`src/rtl/spi_flash_responder.sv`:
```
// SPI mode-0 serial-flash responder: READ (0x03) and PAGE PROGRAM (0x02) mapped onto
// single-cycle RAM read/write strobes for the 6809 boot/program RAM.
module spi_flash_responder #(
    parameter int ADDR_W = 16
) (
    input  logic              clk,
    input  logic              i_RESET,
    input  logic              i_SPI_CLK,
    input  logic              i_SPI_MOSI,
    input  logic              i_SPI_CS,
    output logic              o_SPI_MISO,
    output logic              o_SPI_MISO_OE,
    output logic [ADDR_W-1:0] o_MEM_ADDR,
    output logic              o_MEM_RD,
    input  logic [7:0]        i_MEM_DATA,
    output logic              o_MEM_WR,
    output logic [7:0]        o_MEM_WDATA,
    output logic              o_BUSY
);

    typedef enum logic [2:0] {
        S_IDLE, S_CMD, S_ADDR, S_READ, S_WRITE, S_IGNORE
    } state_t;

    localparam logic [ADDR_W-1:0] ADDR_ONE = 1;

    state_t state_reg, state_next;

    logic [1:0]        sck_sync_reg, mosi_sync_reg, cs_sync_reg;
    logic              sck_prev_reg, cs_act_prev_reg;
    logic [4:0]        bit_cnt_reg;
    logic [ADDR_W-2:0] shift_reg;
    logic              is_read_reg;
    logic [ADDR_W-1:0] addr_reg, mem_addr_reg;
    logic [7:0]        tx_shift_reg, wdata_reg;
    logic              miso_reg, rd_reg, wr_reg, load_reg, busy_reg;

    logic              rise, fall, cs_act, cs_fall, mosi;
    logic [7:0]        byte_in;
    logic [ADDR_W-1:0] addr_in;
    logic              oe;

    // The sync flops reset to 0 (CS looks active) and the previous-CS flag to
    // active, so a CS held low across reset never produces a falling edge.
    assign rise    = sck_sync_reg[1] & ~sck_prev_reg;
    assign fall    = ~sck_sync_reg[1] & sck_prev_reg;
    assign cs_act  = ~cs_sync_reg[1];
    assign cs_fall = cs_act & ~cs_act_prev_reg;
    assign mosi    = mosi_sync_reg[1];
    assign byte_in = {shift_reg[6:0], mosi};
    assign addr_in = {shift_reg, mosi};

    always_ff @(posedge clk or posedge i_RESET) begin
        if (i_RESET) begin
            sck_sync_reg    <= '0;
            mosi_sync_reg   <= '0;
            cs_sync_reg     <= '0;
            sck_prev_reg    <= 1'b0;
            cs_act_prev_reg <= 1'b1;
            busy_reg        <= 1'b0;
        end else begin
            sck_sync_reg    <= {sck_sync_reg[0], i_SPI_CLK};
            mosi_sync_reg   <= {mosi_sync_reg[0], i_SPI_MOSI};
            cs_sync_reg     <= {cs_sync_reg[0], i_SPI_CS};
            sck_prev_reg    <= sck_sync_reg[1];
            cs_act_prev_reg <= cs_act;
            busy_reg        <= cs_act;
        end
    end

    always_ff @(posedge clk or posedge i_RESET) begin
        if (i_RESET) state_reg <= S_IDLE;
        else         state_reg <= state_next;
    end

    always_comb begin
        state_next = state_reg;
        if (!cs_act) begin
            state_next = S_IDLE;
        end else begin
            case (state_reg)
                S_IDLE: if (cs_fall) state_next = S_CMD;
                S_CMD: begin
                    if (rise && bit_cnt_reg == 5'd7)
                        state_next = (byte_in == 8'h03 || byte_in == 8'h02) ? S_ADDR : S_IGNORE;
                end
                S_ADDR: begin
                    if (rise && bit_cnt_reg == 5'd23)
                        state_next = is_read_reg ? S_READ : S_WRITE;
                end
                default: state_next = state_reg;
            endcase
        end
    end

    always_comb begin
        oe            = (state_reg == S_READ) && cs_act;
        o_SPI_MISO_OE = oe;
        o_SPI_MISO    = oe & miso_reg;
        o_MEM_ADDR    = mem_addr_reg;
        o_MEM_RD      = rd_reg;
        o_MEM_WR      = wr_reg;
        o_MEM_WDATA   = wdata_reg;
        o_BUSY        = busy_reg;
    end

    // tx_shift is reloaded the clock after each read strobe; the SCK timing
    // bound keeps that reload clear of the next fall.
    always_ff @(posedge clk or posedge i_RESET) begin
        if (i_RESET) begin
            tx_shift_reg <= '0;
            load_reg     <= 1'b0;
        end else begin
            load_reg <= rd_reg;
            if (load_reg)
                tx_shift_reg <= i_MEM_DATA;
            else if (state_reg == S_READ && cs_act && fall)
                tx_shift_reg <= {tx_shift_reg[6:0], 1'b0};
        end
    end

    always_ff @(posedge clk or posedge i_RESET) begin
        if (i_RESET) begin
            bit_cnt_reg  <= '0;
            shift_reg    <= '0;
            is_read_reg  <= 1'b0;
            addr_reg     <= '0;
            mem_addr_reg <= '0;
            wdata_reg    <= '0;
            miso_reg     <= 1'b0;
            rd_reg       <= 1'b0;
            wr_reg       <= 1'b0;
        end else begin
            rd_reg <= 1'b0;
            wr_reg <= 1'b0;
            case (state_reg)
                S_IDLE: begin
                    bit_cnt_reg <= '0;
                    shift_reg   <= '0;
                    miso_reg    <= 1'b0;
                end
                S_CMD: begin
                    if (cs_act && rise) begin
                        shift_reg <= addr_in[ADDR_W-2:0];
                        if (bit_cnt_reg == 5'd7) begin
                            is_read_reg <= (byte_in == 8'h03);
                            bit_cnt_reg <= '0;
                        end else begin
                            bit_cnt_reg <= bit_cnt_reg + 5'd1;
                        end
                    end
                end
                S_ADDR: begin
                    if (cs_act && rise) begin
                        shift_reg <= addr_in[ADDR_W-2:0];
                        if (bit_cnt_reg == 5'd23) begin
                            addr_reg     <= addr_in;
                            mem_addr_reg <= addr_in;
                            rd_reg       <= is_read_reg;
                            bit_cnt_reg  <= '0;
                        end else begin
                            bit_cnt_reg <= bit_cnt_reg + 5'd1;
                        end
                    end
                end
                S_READ: begin
                    if (cs_act && fall)
                        miso_reg <= tx_shift_reg[7];
                    // Last bit of a byte fetches the next one ahead of its first fall.
                    if (cs_act && rise) begin
                        if (bit_cnt_reg == 5'd7) begin
                            addr_reg     <= addr_reg + ADDR_ONE;
                            mem_addr_reg <= addr_reg + ADDR_ONE;
                            rd_reg       <= 1'b1;
                            bit_cnt_reg  <= '0;
                        end else begin
                            bit_cnt_reg <= bit_cnt_reg + 5'd1;
                        end
                    end
                end
                S_WRITE: begin
                    if (cs_act && rise) begin
                        shift_reg <= addr_in[ADDR_W-2:0];
                        if (bit_cnt_reg == 5'd7) begin
                            wr_reg       <= 1'b1;
                            wdata_reg    <= byte_in;
                            mem_addr_reg <= addr_reg;
                            addr_reg     <= addr_reg + ADDR_ONE;
                            bit_cnt_reg  <= '0;
                        end else begin
                            bit_cnt_reg <= bit_cnt_reg + 5'd1;
                        end
                    end
                end
                default: ;
            endcase
        end
    end

endmodule
```
`config.mk`:
```
export PLATFORM = sky130hd
export DESIGN_NAME = spi_flash_responder
export DESIGN_NICKNAME = d
export VERILOG_FILES = /design/src/rtl/spi_flash_responder.sv
export SDC_FILE = /design/constraint.sdc
export NUM_CORES = 1
export LEC_CHECK = 0
export BUFFER_PORTS_ARGS = -buffer_cell sky130_fd_sc_hd__buf_2
export CAP_MARGIN = 20
export CORE_ASPECT_RATIO = 0.6
export CORE_MARGIN = 2
export CORE_UTILIZATION = 40
export CTS_CLUSTER_SIZE = 25
export DETAILED_ROUTE_END_ITERATION = 10
export PLACE_DENSITY = 0.6
export RECOVER_POWER = 50
export SLEW_MARGIN = 25
export SYNTH_ARGS = -nofsm -noshare
export SYNTH_HDL_FRONTEND = slang
export SYNTH_SLANG_ARGS = --single-unit
```
`constraint.sdc`:
```
create_clock -name clk -period 2.2 [get_ports clk]
set_input_delay 0.11 -clock clk [delete_from_list [all_inputs] [get_ports clk]]
set_output_delay 0.11 -clock clk [all_outputs]
set_load 0.005 [all_outputs]
```
-- Yosys cells after proc, flatten, opt, wreduce, memory -nomap -nowiden
Index checks and enable logic that the tools add are counted.
- add/sub/neg operators: 2
- $mul: 0
- divide/modulo/power cells: 0
- magnitude comparators: 0
- eq/ne operators: 22
- shifts and indexed selects: 0
- muxes and demuxes: 32
- bitwise logic cells: 8
- reductions and logical operators: 26
- operators with widths (operator ; number):
    $mux 16 ; 6
    $pmux 16 s3 ; 1
    $pmux 16 s2 ; 1
    $pmux 15 s2 ; 1
    $mux 5 ; 4
    $mux 3 ; 6
    $add 16x1->16 const B ; 1
    $eq 8x2->1 const B ; 2
    $mux 8 ; 2
    $mux 15 ; 1
    $pmux 5 s3 ; 1
    $ne 2x1->1 const B ; 6
    $ne 2x2->1 const B ; 5
    $ne 3x3->1 const B ; 3
    $pmux 3 s3 ; 1
    $reduce_and 3->1 ; 3
    $reduce_bool 2->1 ; 4
    $reduce_and 7->1 ; 1
    $eq 3x2->1 const B ; 2
    $logic_and 1x1->1 ; 6
    $mux 1 ; 6
    $reduce_bool 3->1 ; 2
    $reduce_or 3->1 ; 2
    $add 5x1->5 const B ; 1
    14 further kinds ; 22
- bits in registers: 85
- bits in latches: 0
- RAM bits: 0
- bits in read-only memories: 0
- input port bits: 13
- logic and storage cells: 108
- memories kept: 0

-- Depth between registers and ports, before layout
- depth after elaboration: 6
- depth in mapped cells: 8

-- Worst setup path before layout
No wires, ideal clock.
- path kind: register -> register
- start: reg shift_reg[4]
- end: reg state_reg[2]
- library setup time: 0.122 ns
- arrival time: 1.811 ns
- setup slack: 0.268 ns
- stages on the path, launching flop included: 5
- buffers on the path: 0
- cells stage by stage: dfrtp_1 or4b_2 nor4_1 o2bb2ai_1 a32o_1
- word-level cells in the longest chain between the ends: 6
- elaborated cells between the ends (all ways): 7
- those cells by class: eq/ne (2); mux (4); reduce/logical (1)
- ends and longest elaborated chain (what ; line ; text):
    from (decl) ; 32 ; logic [ADDR_W-2:0] shift_reg;
    from (signal assigned) ; 144 ; shift_reg <= addr_in[ADDR_W-2:0];
    from (signal assigned) ; 155 ; shift_reg <= addr_in[ADDR_W-2:0];
    from (signal assigned) ; 183 ; shift_reg <= addr_in[ADDR_W-2:0];
    $eq 8x2->1 ; 85 ; state_next = (byte_in == 8'h03 || byte_in == 8'h02) ? S_ADDR : S_IGNORE;
    $logic_or 1x1->1 (*) ; 85 ;
    $mux 3 (*) ; 85 ;
    $mux 3 (*) ; 84 ; if (rise && bit_cnt_reg == 5'd7)
    $pmux 3 s3 (*) ; 81 ; case (state_reg)
    $mux 3 (*) ; 78 ; if (!cs_act) begin
    to (signal assigned) ; 73 ; else state_reg <= state_next;
    to (decl) ; 27 ; state_t state_reg, state_next;
Every way passes the cells marked *; elsewhere a longest branch is shown, timed or not. The select of a mux whose other input is x is not followed.
A chain may end at the register's enable or synchronous reset.

-- Worst setup path in the final report
- start: reg cs_sync_reg[1]
- end: reg wdata_reg[7] (netlist: o_MEM_WDATA[7])
- word-level cells in the longest chain between the ends: 3
- ends and longest elaborated chain (what ; line ; text):
    from (decl) ; 29 ; logic [1:0] sck_sync_reg, mosi_sync_reg, cs_sync_reg;
    from (signal assigned) ; 64 ; cs_sync_reg <= {cs_sync_reg[0], i_SPI_CS};
    $not 1->1 ; 47 ; assign cs_act = ~cs_sync_reg[1];
    $logic_and 1x1->1 ; 182 ; if (cs_act && rise) begin
    $reduce_and 3->1 (no line) ; -- ;
    to (signal assigned) ; 186 ; wdata_reg <= byte_in;
    to (decl) ; 35 ; logic [7:0] tx_shift_reg, wdata_reg;
No other way between the ends.

==> impl_metrics.yaml <==
synth:
  ys_seq_area_share_pct: 49.08
  synth_edf_count: 0
  ys_warn_count: 0
  ys_types: 61
  synth_cells: 454
  syn_area_per_cell_um2: 9.552
  synthArstFlopShare_pct: 100.0
  syn-cell-area_um2: 4337
  ys_seq_elements: 85
  synth-main-ff-cell: "dfrtp_1"
  syn-num-nets: 469
timing:
  finalCriticalPeriod_ns: 2.110
  max_clock_freq_mhz: 474.0
  slew_headroom_pct: 18.76
  tns_ns: 0
  slew_violations: 0
  rsz0062_at_grt: "no"
  setup_viol: 0
  hold_viol: 0
  clock_skew_ns: 0.006282
  min_period_over_period_pct: 95.89
  worst_pin_slew_ns: 1.212
grt:
  grt_pass1_vias: 3425
  grt_max_degree: 35
  overflow: 0
  grt_antenna_before_repair: 0
  grt.total_usage_pct: 19.57
  grt_pass1_wl_um: 18130
floorplan:
  dieArea_um2: 11720
  core.rowCount: 29
  io_pins: 42
  start_util_pct: 41.07
  fp.coreArea_um2: 10560
  die_y_um: 84.66
  fp.dieW_um: 138.4
job:
  drv_cap: 0
drt:
  routedWlPerCell_um: 16.88
  drcViolationCount: 0
  drt_pre_antenna_iters: 5
  initialDrtViolationCount: 265
  viasPerCell: 5.760
  vias: 3796
  wl_um: 11120
  drtAntennaViolNets: 0
power_and_ir_drop:
  p_clk_share_pct: 37.2
  power.internal_mw: 2.893
  combPwrFrac_pct: 23.2
  ir_drop_v: 0.0004610
  power_switching_mw: 1.258
  swShare_pct: 30.31
  power.share.sequential_pct: 39.6
  powerDensity_nw_per_um2: 789.7
  cellLeakagePower_nw: 2.324
setup_path:
  critPathKind: "reg2reg"
  critical_path.max_fanout: 9
  cp_data_arrival_time_ns: 2.34
  cp.required_ns: 2.43
  cp-start-kind: "register"
  reg2reg_depth: 3
  endpoint_kind: "register"
final_layout:
  most-common-layout-cells: "84 x dfrtp_1, 47 x nand2_1, 36 x a21oi_1, 35 x o21ai_0, 32 x nor2_1"
  nets: 530
  drive_above_1_share_pct: 18.08
  area_growth_pct: 21.21
  fillCellCount: 990
  diodes: 0
  final_cells: 659
  final_common_cell: "dfrtp_1"
clock_network:
  h-tree-depth: 3
  cts_tree: "yes"
  cts.sinks: 85
  cts.root.buffer_cell: "clkbuf_16"
  numCtsBuffers: 9
  clock_latency_ns: 0.35
  cts_buffer_depth: 2
  clkTransAtPathRegs_ns: 0.06
run_status:
  outcome: "completed"
hold_path:
  hold_path.class: "reg2reg"
  min_path_cells: 0
placed_design:
  port_buffers: 41
  dp_hpwl_um: 7767
  gp_congestion: 0.8959
  placed_cells: 631
## path summary, 6_finish.rpt
check                                          from                    endpoint  slack, ns
max                        cs_sync_reg[1]$_DFF_PP0_  o_MEM_WDATA[7]$_DFFE_PP0P_       0.09
min                        cs_sync_reg[0]$_DFF_PP0_    cs_sync_reg[1]$_DFF_PP0_       0.35
max reg2reg                cs_sync_reg[1]$_DFF_PP0_  o_MEM_WDATA[7]$_DFFE_PP0P_       0.09
min in group asynchronous                   i_RESET  bit_cnt_reg[1]$_DFFE_PP0P_       0.53
max in group asynchronous                   i_RESET  o_MEM_WDATA[2]$_DFFE_PP0P_       0.38
min reg2reg                cs_sync_reg[0]$_DFF_PP0_    cs_sync_reg[1]$_DFF_PP0_       0.35
## layout make-up
type,count,area (um2),area share (%)
timing repair buffer,84,599.3,11.40
inverter,8,31.28,0.5951
clock buffer,12,246.5,4.689
clock inverter,4,55.05,1.047
tap,139,173.9,3.309
sequential,85,2128,40.49
multi-input combinational,327,2022,38.47
## metrics by stage
stage | worst slack [ns] | util, % | hold slack (ns) | area [um2] | power [mW]
after global placement | 0.1402 | 46.04 | 0.2204 | 4861 | 2.578
after CTS | 0.07274 | 50.03 | 0.3491 | 5283 | 4.173
after floorplan | 0.2679 | - | 0.1414 | 4340 | 2.295
after detailed placement | 0.09325 | 46.04 | 0.2209 | 4861 | 2.596
final | 0.09037 | 49.78 | 0.3484 | 5256 | 4.151
after global routing | 0.01019 | 49.78 | 0.3514 | 5256 | 4.363
## power by group through the flow
stage	registers [mW]	logic, mW	clock network, mW
final	1.64	0.961	1.55
after global routing	1.65	1.07	1.65
after detailed placement	1.67	0.925	0
after CTS	1.64	0.946	1.58
after global placement	1.67	0.909	0
after floorplan	1.66	0.638	0
## layer usage
metal  wire [um]  share of wire (%)  track usage [%]  up-vias
met2        4593                 41            27.18      121
met5           0                  0                0        -
li1            -                  -                -     1809
met3         753                6.8            6.047       13
met1        5638                 51            29.32     1853
met4         137                1.2            5.473        0
## synthesized netlist by cell type, types with 3 or more instances
master / count / area, um2
a211oi_1: 4 / 30.03
a21o_1: 3 / 22.52
a21oi_1: 36 / 180.2
a221oi_1: 5 / 43.79
a22o_1: 17 / 148.9
a22oi_1: 3 / 22.52
a31oi_1: 10 / 62.56
and3_1: 8 / 50.05
buf_2: 13 / 65.06
clkbuf_1: 16 / 60.06
dfrtp_1: 84 / 2102
inv_1: 8 / 30.03
mux2_2: 8 / 90.09
mux2i_1: 8 / 80.08
nand2_1: 47 / 176.4
nand2b_1: 3 / 18.77
nand3_1: 13 / 65.06
nor2_1: 33 / 123.9
nor3_1: 13 / 65.06
nor3b_1: 5 / 37.54
o21a_1: 4 / 30.03
o21ai_0: 35 / 175.2
o21ai_1: 9 / 45.04
o221ai_1: 5 / 43.79
o22ai_1: 8 / 50.05
o2bb2ai_1: 3 / 26.28
or3_1: 3 / 18.77
## what timing repair did
action                     4_1_cts  5_1_grt
hold endpoints to repair        34        0
hold buffers                    12        0
gates resized for setup          0        2
setup endpoints to repair        0        3
setup buffers                    0        0
## worst max-delay path, cell delays in order (launching register included)
cell     delay, ns
dfrtp_1       0.44
or3b_1        0.55
or3_1         0.65
mux2_2        0.36
## cell families (layout without fill, tap and decap cells)
kind of cell	count (synthesis)	in the layout	share of synthesized area, %
xor gates and xnor gates	4	4	0.8080
and+or+nand+nor	146	146	16.85
buffers and inverters	42	108	4.530
adders and majority gates	3	3	0.8366
muxes	16	16	3.924
AOI/OAI and AO/OA	158	158	23.98
DFF	85	85	49.08
Note: power is estimated with default switching activity, not from simulation.
